File: config.mk
export PLATFORM = sky130hd
export DESIGN_NAME = sha256_kw_sched
export DESIGN_NICKNAME = d
export VERILOG_FILES = /design/src/rtl/sha256_pkg.sv /design/src/rtl/sha256_w_window.sv /design/src/rtl/sha256_kw_sched.sv
export SDC_FILE = /design/constraint.sdc
export NUM_CORES = 2
export LEC_CHECK = 0
export ABC_AREA = 1
export BUFFER_PORTS_ARGS = -buffer_cell sky130_fd_sc_hd__buf_2
export CORE_ASPECT_RATIO = 0.7
export CORE_MARGIN = 2
export CORE_UTILIZATION = 24
export DETAILED_ROUTE_END_ITERATION = 10
export HOLD_SLACK_MARGIN = 0.05
export SLEW_MARGIN = 20
export SYNTH_ARGS = -nofsm -noshare
export SYNTH_HDL_FRONTEND = slang
export SYNTH_SLANG_ARGS = --single-unit
File: constraint.sdc
create_clock -name CLK -period 16.6 [get_ports CLK]
set_input_delay 0.83 -clock CLK [delete_from_list [all_inputs] [get_ports CLK]]
set_output_delay 0.83 -clock CLK [all_outputs]
set_load 0.02 [all_outputs]
File: src/rtl/sha256_pkg.sv
// Shared types, constants and the SHA-256 schedule sigma functions for the KW scheduler.
package sha256_pkg;

  typedef logic [31:0] word_t;

  localparam int K_BASE_DEF  = 8;
  localparam int H_WORDS     = 8;
  localparam int ROUNDS      = 64;
  localparam int BLOCK_WORDS = 16;

  typedef enum logic [2:0] {
    ST_IDLE,
    ST_LOAD,
    ST_RD,
    ST_WAIT,
    ST_OUT,
    ST_FIN
  } state_e;

  function automatic word_t s0(input word_t x);
    return {x[6:0], x[31:7]} ^ {x[17:0], x[31:18]} ^ (x >> 3);
  endfunction

  function automatic word_t s1(input word_t x);
    return {x[16:0], x[31:17]} ^ {x[18:0], x[31:19]} ^ (x >> 10);
  endfunction

endpackage

File: src/rtl/sha256_w_window.sv
// 16-word message-schedule window: loads the block, then produces W[t] and slides it in for t>=16.
module sha256_w_window
  import sha256_pkg::*;
(
  input  logic       clk,
  input  logic       rst,
  input  logic       load_i,
  input  word_t      load_word_i,
  input  logic       shift_i,
  input  logic [5:0] t_i,
  output word_t      w_t_o
);

  word_t win_q [BLOCK_WORDS];
  word_t next_w;
  logic  sched;

  // Once t>=16 the window holds W[t-16..t-1] with the oldest word in slot 0.
  assign sched  = (t_i >= 6'(BLOCK_WORDS));
  assign next_w = s1(win_q[14]) + win_q[9] + s0(win_q[1]) + win_q[0];
  assign w_t_o  = sched ? next_w : win_q[t_i[3:0]];

  // NOTE: the window is a small register file rather than a RAM, so it takes the async reset like any other state.
  always_ff @(posedge clk or posedge rst) begin
    if (rst) begin
      for (int i = 0; i < BLOCK_WORDS; i++) win_q[i] <= '0;
    end else if (load_i || (shift_i && sched)) begin
      for (int i = 0; i < BLOCK_WORDS - 1; i++) win_q[i] <= win_q[i+1];
      win_q[BLOCK_WORDS-1] <= load_i ? load_word_i : next_w;
    end
  end

endmodule

File: src/rtl/sha256_kw_sched.sv
// Streams KW[t] = K[t] + W[t] for one message block, reading K[t] from the constant RAM.
// Define KWSCHED_PREFETCH_EN to overlap the K read of round t+1 with the KW transfer of round t.
module sha256_kw_sched
  import sha256_pkg::*;
#(
  parameter int K_BASE  = K_BASE_DEF,
  parameter int ADDR_W  = 7,
  parameter int RAM_LAT = 1
) (
  input  logic              CLK,
  input  logic              RST,
  input  logic              COPY_ROM_COMPLETE,
  input  logic              START,
  input  logic [31:0]       MSG_WORD,
  input  logic              MSG_VALID,
  output logic              MSG_READY,
  output logic [ADDR_W-1:0] RAM_ADDR,
  output logic              RAM_RD,
  input  logic [31:0]       RAM_DATA,
  output logic [31:0]       KW,
  output logic              KW_VALID,
  input  logic              KW_READY,
  output logic [5:0]        ROUND,
  output logic              BUSY,
  output logic              DONE
);

`ifdef KWSCHED_PREFETCH_EN
  localparam bit PREFETCH = 1'b1;
`else
  localparam bit PREFETCH = 1'b0;
`endif

  state_e             state_q, state_d;
  logic [5:0]         t_q, t_d;
  logic [3:0]         cnt_q, cnt_d;
  logic [RAM_LAT-1:0] rd_pipe_q, rd_pipe_d;
  logic [5:0]         rd_round;
  logic               arrive, kw_fire, win_shift;
  word_t              w_t;

  // The top bit of the read pipe marks the cycle RAM_DATA carries the requested K.
  assign arrive    = rd_pipe_q[RAM_LAT-1];
  assign kw_fire   = KW_VALID && KW_READY;
  assign rd_pipe_d = RAM_LAT'({rd_pipe_q, RAM_RD});
  assign RAM_ADDR  = RAM_RD ? ADDR_W'(K_BASE) + ADDR_W'(rd_round) : '0;
  assign ROUND     = t_q;
  assign BUSY      = (state_q != ST_IDLE);

  // NOTE: every output of this block gets a default first so no path leaves a latch behind.
  always_comb begin
    state_d   = state_q;
    t_d       = t_q;
    cnt_d     = cnt_q;
    MSG_READY = 1'b0;
    RAM_RD    = 1'b0;
    rd_round  = t_q;
    DONE      = 1'b0;
    win_shift = 1'b0;
    case (state_q)
      ST_IDLE: if (START && COPY_ROM_COMPLETE) begin
        state_d = ST_LOAD;
        t_d     = '0;
        cnt_d   = '0;
      end
      ST_LOAD: begin
        MSG_READY = 1'b1;
        if (MSG_VALID) begin
          cnt_d = cnt_q + 4'd1;
          if (cnt_q == 4'(BLOCK_WORDS - 1)) state_d = ST_RD;
        end
      end
      ST_RD: begin
        RAM_RD  = 1'b1;
        state_d = PREFETCH ? ST_OUT : ST_WAIT;
      end
      ST_WAIT: if (arrive) begin
        win_shift = 1'b1;
        state_d   = ST_OUT;
      end
      ST_OUT: if (kw_fire) begin
        win_shift = PREFETCH;
        if (t_q == 6'(ROUNDS - 1)) begin
          state_d = ST_FIN;
        end else begin
          t_d = t_q + 6'd1;
          if (PREFETCH) begin
            RAM_RD   = 1'b1;
            rd_round = t_q + 6'd1;
          end else begin
            state_d = ST_RD;
          end
        end
      end
      ST_FIN: begin
        DONE    = 1'b1;
        state_d = ST_IDLE;
      end
      default: state_d = ST_IDLE;
    endcase
  end

  // NOTE: sequential state uses non-blocking assignments so every register samples pre-edge values.
  always_ff @(posedge CLK or posedge RST) begin
    if (RST) begin
      state_q   <= ST_IDLE;
      t_q       <= '0;
      cnt_q     <= '0;
      rd_pipe_q <= '0;
    end else begin
      state_q   <= state_d;
      t_q       <= t_d;
      cnt_q     <= cnt_d;
      rd_pipe_q <= rd_pipe_d;
    end
  end

  sha256_w_window u_window (
    .clk         (CLK),
    .rst         (RST),
    .load_i      (MSG_VALID && MSG_READY),
    .load_word_i (MSG_WORD),
    .shift_i     (win_shift),
    .t_i         (t_q),
    .w_t_o       (w_t)
  );

`ifdef KWSCHED_PREFETCH_EN
  word_t pf_q;
  logic  pf_vld_q;
  word_t k_cur;

  // K for the presented round is either arriving now or parked in the prefetch register after a stall.
  assign k_cur    = pf_vld_q ? pf_q : RAM_DATA;
  assign KW_VALID = (state_q == ST_OUT) && (pf_vld_q || arrive);
  assign KW       = KW_VALID ? k_cur + w_t : '0;

  always_ff @(posedge CLK or posedge RST) begin
    if (RST) begin
      pf_q     <= '0;
      pf_vld_q <= 1'b0;
    end else if (kw_fire) begin
      pf_vld_q <= 1'b0;
    end else if (arrive) begin
      pf_q     <= RAM_DATA;
      pf_vld_q <= 1'b1;
    end
  end
`else
  word_t kw_q;

  assign KW_VALID = (state_q == ST_OUT);
  assign KW       = kw_q;

  always_ff @(posedge CLK or posedge RST) begin
    if (RST) begin
      kw_q <= '0;
    end else if (state_q == ST_WAIT && arrive) begin
      kw_q <= RAM_DATA + w_t;
    end
  end
`endif

endmodule

==> reports/metrics.cfg <==
[worst_setup_path]
cp_slowest_stage_delay_ns=0.77
cp-end-kind=flop
critical_path_depth=29
r2r-end=KW[30]$_DFFE_PP0P_
critPathRequiredTime_ns=17.19
crit_top_cell=nand2_1
crit_buf_inv=5
crit_path_end=KW[30]$_DFFE_PP0P_
arrival_ns=7.46
rr_worst_depth=29
crit_path_max_fanout=6
reg2reg_setup_slack_ns=9.73
criticalPathCategory=flop to flop
worst_path_max_delay_cell=dfrtp_1
cp_top_family=simple AND/OR/NAND/NOR gates
rr_startpoint=u_window.win_q[465]$_DFFE_PP0P_
crit_path_start=u_window.win_q[465]$_DFFE_PP0P_
crit_path_start_kind=flop

[cells_and_area]
stdcell_count=5910
fillCellCount=14624
layout_commonest_cell=nand2_1
fin_util_pct=27.04
drive_above_1_share_pct=6.905
nNetsFinal=4301
area_growth_pct=11.60
final_cell_mix=nand2_1 (1040), dfrtp_1 (556), o21ai_0 (536)

[floorplanning]
die_h_um=311.0
ioPinCount=120
core_region_area_sq_mm=0.1334
initial_utilization_pct=24.23
rows=112
die_area_sq_mm=0.1377
die_w_um=442.6

[placed_design]
dpl.hpwl_mm=82.74
io_buffers=119
gp_congestion=0.9853
dp.cells=5810

[clock_network]
cts_made_buffers=54
cts.repair.resized=0
tritoncts=built
cts_max_path_buffers=3
cts_setup_buffers=0
htree_levels=2
clk_pin_slew_ns=0.07
cts-root-buf=clkbuf_16
holdBufCountCts=0
clock_sinks=558
insertion_delay_ns=0.66

[worst_hold_path]
min_path_type=primary input to async pin

[logic_synthesis]
synthDistinctLibCells=51
synth_top_area_share_pct=43.20
ys_seq_area_share_pct=43.20
synth_cells=4140
synthTopCellsByArea=dfrtp_1 (43%), nand2_1 (12%), o21ai_0 (8.3%), inv_1 (5.7%), a21oi_1 (4.6%)
yosysTopAreaCell=dfrtp_1
syn_area_sq_mm=0.03232
ys_seq_elements=558
post_synth.cell_area_avg_sq_um=7.807
syn-num-nets=4342
yosysWarnings=0

[outcome]
status=complete, no violations

[routing]
avgRoutedWirePerCell_um=19.39
drt.antenna.violating_nets=0
drtIter0Drc=3459
num_vias=28155
dr.pass1.iters=5
drc=0
drt_wl_total_mm=114.6
viasPerCell=4.764

[timing]
setup_tns_ns=0
relSlewSlack_pct=19.85
period_minus_slack_ns=6.866
hold_viol=0
clock_skew_ns=0.05584
max_freq_ghz=0.1456
finalSetupViolations=0
maxSlewViolCount=0
grt_setup_unrepaired=false
worstMarginPinSlew_ns=1.187
fin_crit_sh_pct=41.36

[global_route]
antenna_found_initial=9
grt_max_degree=248
grt_usage_pct=16.41
grt_pass1_vias=26027
grt-ovfl-total=0
grt_pass1_wl_mm=172.2

[job]
cap_violations=0

==> cell type report <==
class                      instances  area (sq um)  area share [%]
multi-input combinational       2830         15210           42.16
sequential                       558         13970           38.73
tap                             1767          2211           6.129
inverter                         497          1891           5.241
clock buffer                      68          1474           4.086
timing repair buffer             158         925.9           2.567
clock inverter                    31         387.9           1.075
antenna                            1         2.502        0.006938
==> sequential cells by signal (all words and copies together) (netlist names) <==
signal and count:
cnt_q 4, state_q 3, ROUND 6, u_window.win_q 512
KW 32, arrive 1
==> synth_stat cells, drive strengths merged <==
cell type  count
o2111ai        2
a32o           1
ha            69
a31oi         13
a221oi         4
a22o           3
xor2          81
nor3b          1
nand3        107
nor2         176
or2           13
nand2b         1
o22ai          8
a22oi          2
a21boi         4
o31ai          4
nand4         15
o311ai        28
o211ai        13
a21oi        296
nor3          18
xnor2         72
o21ai        722
a31o           1
clkinv         2
buf          139
a21o           5
o221ai         3
dfrtp        558
inv          495
nor4           4
nand3b         4
fa            63
clkbuf       116
o21bai        19
and2           1
a211oi        35
nand2       1042
==> cells by family (layout without fill, tap and decap cells) <==
kind of cell,after synthesis,after routing,share of synthesized area [%]
other cells,0,1,0
buf+inv,752,754,9.775
fa+ha+maj,132,132,6.574
simple gates,1382,1382,17.07
flops,558,558,43.20
xor+xnor,153,153,4.146
compound gates,1163,1163,19.23
==> layer usage <==
layer,part of all wire [%],wire length (um),GRT usage [%],vias to the layer above
li1,-,-,-,13318
met1,49,55830,25.34,13659
met2,38,43300,21.20,1038
met3,11,12720,5.706,138
met4,2.4,2709,3.837,2
met5,0.010,12,0,-
==> worst reg2reg max path: cells and delay by family (launching register included) <==
family,cells,cell delay (ns)
AOI/OAI and AO/OA,3,1.00
xor gates and xnor gates,2,0.40
adders and majority gates,4,1.84
buffers and inverters,5,0.54
DFF,1,0.77
and+or+nand+nor,15,2.29
==> worst min path at each step <==
stage                               startpoint                               to  cells after the start
5_1_grt                           MSG_WORD[23]   u_window.win_q[23]$_DFFE_PP0P_                      3
3_5_place_dp                KW[24]$_DFFE_PP0P_               KW[24]$_DFFE_PP0P_                      2
4_1_cts                                    RST  u_window.win_q[311]$_DFFE_PP0P_                      2
2_1_floorplan  u_window.win_q[192]$_DFFE_PP0P_  u_window.win_q[192]$_DFFE_PP0P_                      2
3_3_place_gp                KW[24]$_DFFE_PP0P_               KW[24]$_DFFE_PP0P_                      2
6_report                                   RST  u_window.win_q[347]$_DFFE_PP0P_                      2
==> metrics by stage <==
step / setup slack [ns] / hold WS [ns] / instance area, sq um
floorplan: 0.1659 / 0.4530 / 32320
global placement: 9.847 / 0.4608 / 34200
detailed placement: 9.963 / 0.4601 / 34200
CTS: 9.978 / 0.3869 / 36060
global route: 9.461 / 0.4174 / 36070
finish: 9.734 / 0.3465 / 36070
Power is left out: the tool's default activity adds up to more than one toggle a clock period on the data nets, which glitch-free logic cannot reach.
